### src/rtl/ltz_key_event_if.sv
// Level input and event outputs of the key event generator, grouped for port hookup.
// "release" is a reserved word, so the release event is carried on release_pulse.
interface ltz_key_event_if #(
    parameter int CNT_W = 8
);
    logic             lvl;
    logic             press;
    logic             release_pulse;
    logic             long;
    logic             rpt;
    logic             held;
    logic [CNT_W-1:0] rpt_cnt;

    modport master (output lvl, input press, release_pulse, long, rpt, held, rpt_cnt);
    modport slave  (input lvl, output press, release_pulse, long, rpt, held, rpt_cnt);
endinterface

### src/rtl/ltz_key_event.sv
// Turns a filtered, clk-synchronous key level into 1-cycle press/release/long/repeat
// pulses, plus a held flag and a saturating count of repeats in the current press.
module ltz_key_event #(
    parameter logic ACTIVE_LVL   = 1'b1,
    parameter int   TICK_DIV     = 1000,
    parameter int   LONG_TICKS   = 500,
    parameter int   REPEAT_TICKS = 100,
    parameter int   CNT_W        = 8
) (
    input  logic           clk,
    input  logic           rst_n,
    ltz_key_event_if.slave bus
);
    localparam int PRE_W    = (TICK_DIV > 1) ? $clog2(TICK_DIV) : 1;
    localparam int HOLD_MAX = (LONG_TICKS > REPEAT_TICKS) ? LONG_TICKS : REPEAT_TICKS;
    localparam int HOLD_W   = $clog2(HOLD_MAX + 1);

    localparam logic [PRE_W-1:0]  PRE_LAST  = PRE_W'(TICK_DIV - 1);
    localparam logic [HOLD_W-1:0] LONG_LAST = HOLD_W'(LONG_TICKS - 1);
    localparam logic [HOLD_W-1:0] RPT_LAST  = HOLD_W'((REPEAT_TICKS > 0) ? REPEAT_TICKS - 1 : 0);
    localparam logic [CNT_W-1:0]  CNT_MAX   = '1;
    localparam logic              RPT_EN    = (REPEAT_TICKS != 0);

    typedef enum logic [1:0] {
        IDLE,
        PRESS,
        HOLD
    } state_t;

    state_t            state_q, state_d;
    logic [PRE_W-1:0]  pre_cnt_q, pre_cnt_d;
    logic [HOLD_W-1:0] hold_cnt_q, hold_cnt_d;
    logic [CNT_W-1:0]  rpt_cnt_q, rpt_cnt_d;
    logic              press_q, press_d;
    logic              release_q, release_d;
    logic              long_q, long_d;
    logic              rpt_q, rpt_d;
    logic              held_q, held_d;
    logic              asserted;
    logic              tick;

    assign asserted = (bus.lvl == ACTIVE_LVL);
    assign tick     = (state_q != IDLE) && (pre_cnt_q == PRE_LAST);

    // Deassertion is tested first in every active state, so release always wins over long/rpt.
    always_comb begin
        state_d    = state_q;
        hold_cnt_d = hold_cnt_q;
        rpt_cnt_d  = rpt_cnt_q;
        pre_cnt_d  = (pre_cnt_q == PRE_LAST) ? '0 : pre_cnt_q + 1'b1;
        press_d    = 1'b0;
        release_d  = 1'b0;
        long_d     = 1'b0;
        rpt_d      = 1'b0;

        case (state_q)
            IDLE: begin
                if (asserted) begin
                    state_d    = PRESS;
                    press_d    = 1'b1;
                    hold_cnt_d = '0;
                    pre_cnt_d  = '0;
                    rpt_cnt_d  = '0;
                end
            end
            PRESS: begin
                if (!asserted) begin
                    state_d   = IDLE;
                    release_d = 1'b1;
                end else if (tick && hold_cnt_q == LONG_LAST) begin
                    state_d    = HOLD;
                    long_d     = 1'b1;
                    hold_cnt_d = '0;
                end else if (tick) begin
                    hold_cnt_d = hold_cnt_q + 1'b1;
                end
            end
            HOLD: begin
                if (!asserted) begin
                    state_d   = IDLE;
                    release_d = 1'b1;
                end else if (RPT_EN && tick && hold_cnt_q == RPT_LAST) begin
                    rpt_d      = 1'b1;
                    hold_cnt_d = '0;
                    if (rpt_cnt_q != CNT_MAX) begin
                        rpt_cnt_d = rpt_cnt_q + 1'b1;
                    end
                end else if (RPT_EN && tick) begin
                    hold_cnt_d = hold_cnt_q + 1'b1;
                end
            end
            default: begin
                state_d = IDLE;
            end
        endcase

        held_d = (state_d != IDLE);
    end

    always_ff @(posedge clk or negedge rst_n) begin
        if (!rst_n) begin
            state_q    <= IDLE;
            pre_cnt_q  <= '0;
            hold_cnt_q <= '0;
            rpt_cnt_q  <= '0;
            press_q    <= 1'b0;
            release_q  <= 1'b0;
            long_q     <= 1'b0;
            rpt_q      <= 1'b0;
            held_q     <= 1'b0;
        end else begin
            state_q    <= state_d;
            pre_cnt_q  <= pre_cnt_d;
            hold_cnt_q <= hold_cnt_d;
            rpt_cnt_q  <= rpt_cnt_d;
            press_q    <= press_d;
            release_q  <= release_d;
            long_q     <= long_d;
            rpt_q      <= rpt_d;
            held_q     <= held_d;
        end
    end

    assign bus.press         = press_q;
    assign bus.release_pulse = release_q;
    assign bus.long          = long_q;
    assign bus.rpt           = rpt_q;
    assign bus.held          = held_q;
    assign bus.rpt_cnt       = rpt_cnt_q;
endmodule

### src/flat_wrapper.sv
// flat-port wrapper written by rule: the top's interface ports become plain ports
module ltz_key_event_flat 
#(
    parameter logic ACTIVE_LVL   = 1'b1,
    parameter int   TICK_DIV     = 1000,
    parameter int   LONG_TICKS   = 500,
    parameter int   REPEAT_TICKS = 100,
    parameter int   CNT_W        = 8
)
  (clk, rst_n, bus_lvl, bus_press, bus_release_pulse, bus_long, bus_rpt, bus_held, bus_rpt_cnt);
  ltz_key_event_if #(.CNT_W(CNT_W)) bus_i ();
  input  logic clk;
  input  logic rst_n;
  input wire logic [$bits(bus_i.lvl)-1:0] bus_lvl;
  output wire logic [$bits(bus_i.press)-1:0] bus_press;
  output wire logic [$bits(bus_i.release_pulse)-1:0] bus_release_pulse;
  output wire logic [$bits(bus_i.long)-1:0] bus_long;
  output wire logic [$bits(bus_i.rpt)-1:0] bus_rpt;
  output wire logic [$bits(bus_i.held)-1:0] bus_held;
  output wire logic [$bits(bus_i.rpt_cnt)-1:0] bus_rpt_cnt;
  assign bus_i.lvl = bus_lvl;
  assign bus_press = bus_i.press;
  assign bus_release_pulse = bus_i.release_pulse;
  assign bus_long = bus_i.long;
  assign bus_rpt = bus_i.rpt;
  assign bus_held = bus_i.held;
  assign bus_rpt_cnt = bus_i.rpt_cnt;
  ltz_key_event #(.ACTIVE_LVL(ACTIVE_LVL), .TICK_DIV(TICK_DIV), .LONG_TICKS(LONG_TICKS), .REPEAT_TICKS(REPEAT_TICKS), .CNT_W(CNT_W)) u_core (.clk(clk), .rst_n(rst_n), .bus(bus_i));
endmodule
### config.mk
export PLATFORM = sky130hd
export DESIGN_NAME = ltz_key_event_flat
export DESIGN_NICKNAME = d
export VERILOG_FILES = /design/src/rtl/ltz_key_event_if.sv /design/src/rtl/ltz_key_event.sv /design/src/flat_wrapper.sv
export SDC_FILE = /design/constraint.sdc
export NUM_CORES = 1
export LEC_CHECK = 0
export ABC_CLOCK_PERIOD_IN_PS = 5000
export CAP_MARGIN = 25
export CORE_ASPECT_RATIO = 0.5
export CORE_MARGIN = 3
export CORE_UTILIZATION = 40
export CTS_CLUSTER_DIAMETER = 150
export DETAILED_ROUTE_END_ITERATION = 10
export GPL_TIMING_DRIVEN = 0
export PLACE_DENSITY = 0.55
export SLEW_MARGIN = 5
export SYNTH_ARGS = -nofsm -noshare
export SYNTH_HDL_FRONTEND = slang
export SYNTH_SLANG_ARGS = --single-unit
### constraint.sdc
create_clock -name clk -period 5 [get_ports clk]
set_input_delay 1 -clock clk [delete_from_list [all_inputs] [get_ports clk]]
set_output_delay 1 -clock clk [all_outputs]
set_load 0.02 [all_outputs]
# Word level (Yosys, flattened, before mapping)

Cells that the tools add are included.

Multipliers: 0
$add $sub $neg: 3
Reductions and logical operators: 11
Shifts and indexed selects: 0
$lt $le $gt $ge: 0
Equality and inequality tests: 11
Divide/modulo/power cells: 0
Mux-type cells: 30
Bitwise operators: 0

Operators with widths:

| kind                                                  | count |
|---|---|
| 2-to-1 mux 9 bit                                      | 6 |
| 2-to-1 mux 8 bit                                      | 4 |
| 2-to-1 mux 10 bit                                     | 3 |
| case mux 9 bit (3 select lines)                       | 1 |
| case mux 8 bit (2 select lines)                       | 1 |
| adder 10 x 1 -> 10 bit, second input constant         | 1 |
| equality test 10 bit, second input constant           | 1 |
| 2-to-1 mux 1 bit                                      | 10 |
| adder 9 x 1 -> 9 bit, second input constant           | 1 |
| equality test 9 x 7 -> 1 bit, second input constant   | 1 |
| equality test 9 bit, second input constant            | 1 |
| adder 8 x 1 -> 8 bit, second input constant           | 1 |
| 2-to-1 mux 2 bit                                      | 4 |
| inequality test 8 bit, second input constant          | 1 |
| inequality test 2 bit, second input constant          | 3 |
| case mux 2 bit (3 select lines)                       | 1 |
| nonzero test 2 bit                                    | 3 |
| AND reduction 5 bit                                   | 1 |
| inequality test 2 x 1 -> 1 bit, second input constant | 2 |
| AND reduction 4 bit                                   | 1 |
| logical AND 1 bit                                     | 3 |
| nonzero test 3 bit                                    | 1 |
| equality test 2 x 1 -> 1 bit, second input constant   | 1 |
| equality test 2 bit, second input constant            | 1 |
| other kinds (2)                                       | 2 |

Logic and storage cells: 64
Memories: 0
Output and inout port bits: 13
Bits in latches: 0
Bits in writable memories: 0
Bits in read-only memories: 0
Flip-flop bits (word level): 34
Input bits: 3

# Longest topological paths before layout

Depth after elaboration: 7
Mapped depth: 8
Mapped depth without buffers: 7

# Least setup slack after synthesis

Ideal clock, no wire load.

Kind: input port to flip-flop
From: in bus_lvl
To: reg u_core.rpt_cnt_q[6], in the netlist u_core.bus.rpt_cnt[6]
Arrival time: 2.319 ns
Slack: 2.604 ns
Buffers on the path: 2
Data required time: 4.923 ns
Library setup time: 0.077 ns
Stages on the path: 5
Cells stage by stage: clkbuf_1 o221ai_1 dlygate4sd1_1 or4_1 a21oi_1

Longest elaborated chain between the ends: 2
Elaborated cells on any way between the ends: 3
Those cells by class: eq/ne (2); reduce/logical (1)

Ends and longest elaborated chain:

| element                           | line                 | source |
|---|---|---|
| start, declared                   | flat_wrapper.sv:14   | `input wire logic [$bits(bus_i.lvl)-1:0] bus_lvl;` |
| inequality test 2 bit (no line)   | n/a                  |  |
| AND reduction 5 bit (no line) (*) | n/a                  |  |
| end signal, assigned              | ltz_key_event.sv:115 | `rpt_cnt_q <= rpt_cnt_d;` |
| end, declared                     | ltz_key_event.sv:33  | `logic [CNT_W-1:0] rpt_cnt_q, rpt_cnt_d;` |

Every way passes the cells marked *; elsewhere a longest branch is shown, timed or not.
A chain may end at the register's enable or synchronous reset.

# Worst setup path after layout

From: in bus_lvl
To: reg u_core.hold_cnt_q[7]

Longest elaborated chain between the ends: 2
Elaborated cells on any way between the ends: 4
Those cells by class: eq/ne (3); reduce/logical (1)

Ends and longest elaborated chain:

| element                           | line                 | source |
|---|---|---|
| inequality test 2 bit (no line)   | n/a                  |  |
| AND reduction 4 bit (no line) (*) | n/a                  |  |
| end signal, assigned              | ltz_key_event.sv:114 | `hold_cnt_q <= hold_cnt_d;` |
| end, declared                     | ltz_key_event.sv:32  | `logic [HOLD_W-1:0] hold_cnt_q, hold_cnt_d;` |

Marked as above.

==> flow_summary.ini <==
[clock_tree]
cts_tree = done
clk_path_buf_depth = 2
clk_latency_ns = 0.28
cts_resized = 0
post_cts_buffers = 0
clkSinkCount = 34
clkTransAtPathRegs_ns = 0.08
cts-root-buf = clkbuf_8
cts_buffers = 5
cts_max_level = 2
hold_buffers = 0

[place]
dp.cells = 251
portBuffers = 15
place.gp.congestion = 0.742
placed_cell_area_mm2 = 0.00204
dpl.hpwl_um = 2580

[sta]
fmax_ghz = 0.349
setup_tns_ns = 0
fin_skew_ns = 0.00609
min_period_ns = 2.87
rsz0062_at_grt = false
maxSlewViolCount = 0
slew_headroom_pct = 41.0
worst_pin_slew_ns = 0.878
fin_crit_sh_pct = 57.4
setup_violations = 0
hold_violations = 0

[floorplan]
die_h_um = 53.8
fp.dieW_um = 102
ios = 16
die_area_mm2 = 0.00546
start_util_pct = 44.1
design.core.area_mm2 = 0.00414
row_count = 16

[critical_path]
path_max_fanout = 8
cpPeakStageDelay_ns = 0.72
r2r_end = u_core.hold_cnt_q[5]
critPathLaunchType = primary input
crit_arrival_ns = 3.08
crit_slowest_cell = nor3_1
cp-end-kind = flop
reg2reg_setup_slack_ns = 2.23
r2r-start = u_core.state_q[0]
required_ns = 5.21
reg2regPathDepth = 7
worstPathCellList = clkdlybuf4s50_1 > inv_1 > nor3_1 > nand4_1 > or3_1 > a21oi_1
path_class = in -> reg

[cells_and_area]
finalNetCount = 214
num_antenna_cells = 0
fillers = 390
layout_common_cells = dfrtp_1, nor2_1, clkdlybuf4s50_1, nand3_1
final_cell_area_mm2 = 0.00213
synthToLayoutAreaGrowth_pct = 16.9
stdcell_count = 259
drive_gt1_share_pct = 11.2
final_common_cell = dfrtp_1

[run_status]
outcome = finished clean

[min_path]
worstHoldStart = u_core.pre_cnt_q[0]
hold_depth = 1
hp-class = reg -> reg
min_to = u_core.pre_cnt_q[0]

[drt]
num_vias = 1432
drt-total-wl_um = 3710
drtIter0Drc = 43
avgViaCountPerCell = 5.53
ant_nets = 0
dr.pass1.iters = 4
wl_per_cell_um = 14.3
drc = 0

[synth]
ys_seq_area_share_pct = 46.6
syn_area_mm2 = 0.00183
synth_flop_cell = dfrtp_1
ys_ff_latch = 34
ys_types = 43
async_reset_ff_share_pct = 100
syn_nets = 192
netlist_instances = 182
yosysWarningCount = 0
syn_area_per_cell_um2 = 10.0
synth_edf_count = 0

[power]
finalPower_mw = 0.743
power.density_mw_per_mm2 = 348
vdd_drop_max_mv = 0.139
power_leakage_nw = 0.921

[global_routing]
grt_pass1_wl_um = 6670
antenna_found_initial = 0
grtUsageTotal_pct = 15.7
grt_overflow = 0
grt_pass1_vias = 1381
grt_max_degree = 35

[flow_run]
drv_cap = 0
-- per-layer routing --
metal / track usage (%) / vias up / wire, um
met5: 0 / - / 0
li1: - / 706 / -
met2: 22.9 / 25 / 1490
met1: 22.5 / 699 / 2040
met4: 3.75 / 0 / 12
met3: 4.92 / 2 / 168
-- where the power goes --
part	internal (mW)	total (mW)	switching (mW)	leakage [nW]
sequential	0.303	0.332	0.0288	0.464
clock	0.111	0.219	0.109	0.0472
combinational	0.0763	0.192	0.116	0.409
-- synth_stat cells, drive strengths merged (2+ instances only) --
cell type | number | share of area [%]
a21oi | 12 | 3.3
a221oi | 2 | 1.3
a2bb2oi | 2 | 0.96
and2 | 5 | 1.8
and3 | 8 | 2.9
buf | 2 | 1.2
clkbuf | 3 | 0.62
dfrtp | 34 | 47
ha | 7 | 4.8
inv | 4 | 0.82
nand2 | 10 | 2.1
nand3 | 13 | 3.6
nand4 | 7 | 2.4
nor2 | 20 | 4.1
nor2b | 2 | 0.69
nor3 | 2 | 0.82
nor4 | 2 | 1.5
o21ai | 7 | 1.9
o31ai | 4 | 1.6
o41ai | 2 | 0.96
or2 | 2 | 0.69
or3 | 4 | 1.4
or4 | 3 | 1.2
or4b | 3 | 1.9
xor2 | 12 | 5.8
-- flip-flops by register name (all words and copies together) (netlist names) --
signal	flops
u_core.bus.long	1
u_core.bus.held	1
u_core.pre_cnt_q	10
u_core.bus.press	1
u_core.hold_cnt_q	9
u_core.bus.rpt_cnt	8
u_core.bus.rpt	1
u_core.bus.release_pulse	1
u_core.state_q	2
-- through the flow --
| stage | hold slack [ns] | utilization (%) | setup WS, ns |
|---|---|---|---|
| detailed placement | 0.489 | 49.2 | 1.84 |
| CTS | 0.500 | 51.5 | 2.14 |
| floorplan | 0.455 | - | 2.60 |
| global route | 0.542 | 51.5 | 1.96 |
| finish | 0.490 | 51.5 | 2.13 |
| global placement | 0.474 | 49.3 | 1.86 |
-- layout make-up --
type                    count  area, um2  share of cell area [%]
flip-flops and latches     34        851                    39.9
plain buffers               6       42.5                    1.99
inverters                   4       15.0                   0.704
well taps                  54       67.6                    3.17
clock inverters             2       12.5                   0.587
repair buffers             15        145                    6.80
multi-input cells         138        917                    43.0
clock buffers               6       82.6                    3.87
-- worst max-delay path, delay by kind of cell --
kind                   cells  cell delay, ns
AOI/OAI and AO/OA          1            0.15
buffers and inverters      2            0.53
and+or+nand+nor            3            1.40
-- logic make-up after synthesis --
family | after synthesis | synth area share [%]
xor gates and xnor gates | 13 | 6.24
buffers and inverters | 10 | 3.15
DFF | 34 | 46.6
muxes | 1 | 0.548
and+or+nand+nor | 82 | 25.5
AOI/OAI and AO/OA | 35 | 13.2
adders and majority gates | 7 | 4.80
-- worst max-delay path by stage --
stage	start	endpoint	slack, ns
final	bus_lvl	u_core.hold_cnt_q[7]	2.13
after floorplan	bus_lvl	u_core.bus.rpt_cnt[6]	2.60
after global placement	bus_lvl	u_core.hold_cnt_q[7]	1.86
after global routing	bus_lvl	u_core.hold_cnt_q[7]	1.96
after detailed placement	bus_lvl	u_core.hold_cnt_q[7]	1.84
after CTS	bus_lvl	u_core.hold_cnt_q[7]	2.14
Note: power is estimated with default switching activity, not from simulation.
